--- src/rtl/vga_objects_pkg.sv ---
// Shared types and constants for the VGA object drawing layers.
package vga_objects_pkg;

    typedef logic [7:0] rgb_t;

    // Color value an object drives for "inside my box but see-through".
    localparam rgb_t TRANSPARENT_ENCODING = 8'hFF;

    localparam int DEFAULT_NUM_LAYERS = 4;

    // Per-frame collision tracker: has this frame seen an overlap yet?
    typedef enum logic {
        NO_HIT = 1'b0,
        HIT    = 1'b1
    } coll_state_t;

endpackage

--- src/rtl/layer_priority_select.sv ---
// Combinational priority picker: lowest set bit of contribMask wins.
// Shared with HUD overlay muxes, so kept free of any color handling.
module layer_priority_select
    import vga_objects_pkg::*;
#(
    parameter int NUM_LAYERS = DEFAULT_NUM_LAYERS,
    parameter int IDX_W      = (NUM_LAYERS > 1) ? $clog2(NUM_LAYERS) : 1
) (
    input  logic [NUM_LAYERS-1:0] contribMask,
    output logic                  winnerValid,
    output logic [IDX_W-1:0]      winnerIdx
);

    // Scan from the lowest-priority end so the last hit is the lowest index.
    always_comb begin
        winnerIdx   = '0;
        winnerValid = |contribMask;
        for (int i = NUM_LAYERS - 1; i >= 0; i--) begin
            if (contribMask[i]) winnerIdx = IDX_W'(i);
        end
    end

endmodule

--- src/rtl/objects_priority_mux.sv ---
// Merges per-object drawing layers into one registered VGA color and
// tracks per-frame object overlaps for the game controller.
// Optional feature macro: COLLISION_DETECT_EN (collision FSM, frame
// accumulator and collision outputs). Without it only RGBout is built.
module objects_priority_mux
    import vga_objects_pkg::*;
#(
    parameter int   NUM_LAYERS       = DEFAULT_NUM_LAYERS,
    parameter rgb_t BACKGROUND_COLOR = 8'h00
) (
    input  logic                    clk,
    input  logic                    resetN,
    input  logic [NUM_LAYERS-1:0]   drawingRequest,
    input  logic [NUM_LAYERS*8-1:0] RGBin,
    input  logic                    startOfFrame,
    output rgb_t                    RGBout,
    output logic                    collisionPulse,
    output logic [NUM_LAYERS-1:0]   collisionLayers,
    output logic [NUM_LAYERS-1:0]   frameCollisions
);

    localparam int IDX_W = (NUM_LAYERS > 1) ? $clog2(NUM_LAYERS) : 1;

    rgb_t                  layer_rgb [NUM_LAYERS];
    logic [NUM_LAYERS-1:0] contribMask;
    logic                  winnerValid;
    logic [IDX_W-1:0]      winnerIdx;
    rgb_t                  rgb_next;

    // A layer only counts if it asks to draw and is not see-through.
    for (genvar g = 0; g < NUM_LAYERS; g++) begin : g_layer
        assign layer_rgb[g]   = RGBin[8*g +: 8];
        assign contribMask[g] = drawingRequest[g] &&
                                (layer_rgb[g] != TRANSPARENT_ENCODING);
    end

    layer_priority_select #(
        .NUM_LAYERS (NUM_LAYERS),
        .IDX_W      (IDX_W)
    ) u_select (
        .contribMask (contribMask),
        .winnerValid (winnerValid),
        .winnerIdx   (winnerIdx)
    );

    // Winner color, or background when nothing is visible on this pixel.
    always_comb begin
        rgb_next = BACKGROUND_COLOR;
        if (winnerValid) rgb_next = layer_rgb[winnerIdx];
    end

    // Output color register; resets to black rather than the background.
    always_ff @(posedge clk or negedge resetN) begin
        if (!resetN) RGBout <= 8'h00;
        else         RGBout <= rgb_next;
    end

`ifdef COLLISION_DETECT_EN

    coll_state_t           state;
    logic [NUM_LAYERS-1:0] acc;
    logic                  is_coll;

    assign is_coll = ($countones(contribMask) >= 2);

    // Collision FSM plus frame accumulator. A collision on the
    // startOfFrame pixel belongs to the new frame, so it both pulses and
    // seeds the fresh accumulator instead of leaking into the old report.
    always_ff @(posedge clk or negedge resetN) begin
        if (!resetN) begin
            state           <= NO_HIT;
            acc             <= '0;
            collisionPulse  <= 1'b0;
            collisionLayers <= '0;
            frameCollisions <= '0;
        end else begin
            collisionLayers <= is_coll ? contribMask : '0;
            if (startOfFrame) begin
                frameCollisions <= acc;
                acc             <= is_coll ? contribMask : '0;
                state           <= is_coll ? HIT : NO_HIT;
                collisionPulse  <= is_coll;
            end else begin
                collisionPulse <= 1'b0;
                if (is_coll) begin
                    acc <= acc | contribMask;
                    if (state == NO_HIT) begin
                        state          <= HIT;
                        collisionPulse <= 1'b1;
                    end
                end
            end
        end
    end

`else

    // Frame markers have no consumer without collision tracking.
    logic unused_sof;
    assign unused_sof = startOfFrame;

    assign collisionPulse  = 1'b0;
    assign collisionLayers = '0;
    assign frameCollisions = '0;

`endif

endmodule

--- config.mk ---
export PLATFORM = sky130hd
export DESIGN_NAME = objects_priority_mux
export DESIGN_NICKNAME = d
export VERILOG_FILES = /design/src/rtl/vga_objects_pkg.sv /design/src/rtl/layer_priority_select.sv /design/src/rtl/objects_priority_mux.sv
export SDC_FILE = /design/constraint.sdc
export NUM_CORES = 1
export LEC_CHECK = 0
export CAP_MARGIN = 40
export CORE_MARGIN = 1
export CORE_UTILIZATION = 31
export CTS_CLUSTER_DIAMETER = 120
export CTS_CLUSTER_SIZE = 10
export DETAILED_ROUTE_END_ITERATION = 16
export PLACE_DENSITY = 0.84
export SYNTH_ARGS = -nofsm -noshare
export SYNTH_HDL_FRONTEND = slang
export SYNTH_HIERARCHICAL = 1
export SYNTH_SLANG_ARGS = --single-unit
--- constraint.sdc ---
create_clock -name clk -period 0.8 [get_ports clk]
set_clock_uncertainty 0.05 [all_clocks]
set_input_delay 0.16 -clock clk [delete_from_list [all_inputs] [get_ports clk]]
set_output_delay 0.16 -clock clk [all_outputs]
set_load 0.005 [all_outputs]
==> results.txt <==
largest fanout on the critical path: 8
GRT overflow: 0
status: finished with violations
Clk pin slew, worst setup/hold paths: 0.06 ns
synth unique cells: 16
Worst IR Drop VDD: 0.000611 V
Routed Antenna Nets: 0
vias per inst: 4.94
Vias: 736
io pins: 56
final WL: 2.26 mm
wire per inst: 15.2 um
#FFs+latches synth: 8
Fillers: 188
register share of total power: 35.6%
gr usage total: 22.1%
Max Root-Sink Buffers: 2
clock share of power: 25.1%
clk root buf: clkbuf_4
core area: 1960 um2
violated checks: setup timing
HPWL after detailed placement: 1.69 mm
Int Pwr: 0.915 mW
largest net degree at the start of global routing: 9
Core Util, Final: 57.6%
Die X: 47.5 um
layout cell share with drive strength beyond 1: 54.1%
CP Class: in2reg
Comb power frac: 39.3%
Setup crit end kind: flop
post-route setup TNS: -4.94 ns
# rows: 16
Worst EP required: 0.89 ns
Die Y: 47.5 um
yosys warns: 6
drt initial violations: 13
Pleak: 0.529 nW
number of CTS-inserted buffers: 3
Pre-antenna DRT Iters: 6
Final min period: 1.30 ns
Netlist Area Pre-Place: 642 um2
RSZ-0062 raised after global routing: yes
number of flip-flops in the largest register: 8
Avg Inst Size Synth: 9.73 um2
initial antenna violation count: 0
Sw Pwr: 0.388 mW
fraction of the cycle the final worst path needs: 163%
CTS tree: yes
Worst Setup Start Kind: input pin
max-cap violations: 0
setup slack after layout: -0.503 ns
post-synthesis sequential area ratio: 31.2%
ant diodes: 0
CP startpoint: RGBin[11]
global placer's final weighted congestion: 0.891
Hold Path Class: in2async
die footprint: 2260 um2
Total Nets Final: 163
Final Hold Violating Endpoints: 0
Regs by FF count: RGBout x8
area delta synth->final: 76.0%
Pwr Density: 1150 nW/um2
Initial Utilization: 32.7%
Biggest register: RGBout
Final Max Slew Viols: 0
Synth Instances: 66
Max Freq: 767 MHz
sw frac: 29.8%
vias in the first global route: 755
first-pass GRT wire length: 3.27 mm
H-tree Lvls: 1
Worst Path Arrival: 1.39 ns
Sink Count: 8
critical path endpoint: RGBout[0]
Final setup viols: 16
DRC: 0
I/O Buffers: 45
## routing by layer
| layer | track usage (%) | vias up | wire length, um |
|---|---|---|---|
| li1 | - | 343 | - |
| met5 | 0 | - | 0 |
| met4 | 16.0 | 0 | 63 |
| met1 | 20.8 | 363 | 817 |
| met3 | 4.91 | 7 | 97 |
| met2 | 41.4 | 23 | 1280 |
## cell usage in the layout (no fill, tap or decap), types with 3 or more instances in the layout
cell type / count
dlygate4sd2_1: 4
mux2i_2: 3
buf_2: 24
mux2i_1: 12
conb_1: 9
buf_4: 12
o21a_1: 3
dfrtp_1: 8
clkbuf_4: 3
nand4_1: 8
o22ai_1: 7
buf_6: 15
## cells by family after synthesis
group,share of synthesized area [%]
AOI/OAI and AO/OA,13.8
buffers and inverters,16.6
DFF,31.2
muxes,25.0
other,0.584
and+or+nand+nor,12.9
## worst min-delay path by stage
| stage | startpoint | end | depth (start not counted) |
|---|---|---|---|
| 2_1_floorplan | resetN | RGBout[0] | 0 |
| 6_report | resetN | RGBout[1] | 1 |
| 3_5_place_dp | resetN | RGBout[1] | 1 |
| 4_1_cts | resetN | RGBout[1] | 1 |
| 5_1_grt | RGBin[29] | RGBout[5] | 3 |
| 3_3_place_gp | resetN | RGBout[4] | 1 |
## timing repair
| item | in CTS | in global routing |
|---|---|---|
| hold buffers | 0 | 0 |
| pin swaps | 17 | 13 |
| gates cloned | 0 | 0 |
| resized for setup | 177 | 20 |
| endpoints found under the hold margin | 0 | 0 |
| setup endpoints to repair | 16 | 16 |
| setup buffers | 1 | 1 |
## worst max-delay path: stages
cell and delay (ns):
buf_8 0.07, nand4_1 0.11, o21a_1 0.25, nor3_4 0.24
buf_6 0.19, mux2i_2 0.26, o22ai_1 0.11
## metrics by stage
| stage | hold WS (ns) | setup WS (ns) | cells | instance area, um2 | total power [mW] |
|---|---|---|---|---|---|
| 2_1_floorplan | -0.186 | -0.544 | 74 | 677 | 0.680 |
| 3_3_place_gp | 0.394 | -1.06 | 144 | 1130 | 0.987 |
| 3_5_place_dp | 0.412 | -1.14 | 144 | 1130 | 1.00 |
| 4_1_cts | 0.130 | -0.474 | 148 | 1060 | 1.24 |
| 5_1_grt | 0.136 | -0.557 | 149 | 1130 | 1.37 |
| 6_report | 0.116 | -0.503 | 149 | 1130 | 1.30 |
## synthesized netlist by cell type
master	number	area (um2)
o21a_1	4	30.0
a21oi_2	1	8.76
conb_1	1	3.75
nand2_1	2	7.51
nand2b_1	2	12.5
nor2_1	2	7.51
nor3_1	1	5.00
o22ai_1	8	50.1
buf_1	1	3.75
buf_6	1	11.3
nand4_1	8	50.1
inv_1	1	3.75
mux2i_1	16	160
dfrtp_1	8	200
buf_12	1	20.0
buf_4	9	67.6
## power groups by stage
stage | logic (mW) | clock network [mW] | registers [mW]
floorplan | 0.203 | 0 | 0.477
global placement | 0.515 | 0 | 0.472
detailed placement | 0.529 | 0 | 0.473
CTS | 0.452 | 0.324 | 0.464
global route | 0.552 | 0.348 | 0.467
finish | 0.512 | 0.327 | 0.464
## area by class of cell
type / instances / area [um2] / share of cell area, %
inverters: 1 / 3.75 / 0.332
clock buffers: 3 / 22.5 / 1.99
repair buffers: 57 / 439 / 38.9
well taps: 27 / 33.8 / 2.99
multi-input cells: 53 / 430 / 38.1
flip-flops and latches: 8 / 200 / 17.7
Power figures use the tool's default switching activity.
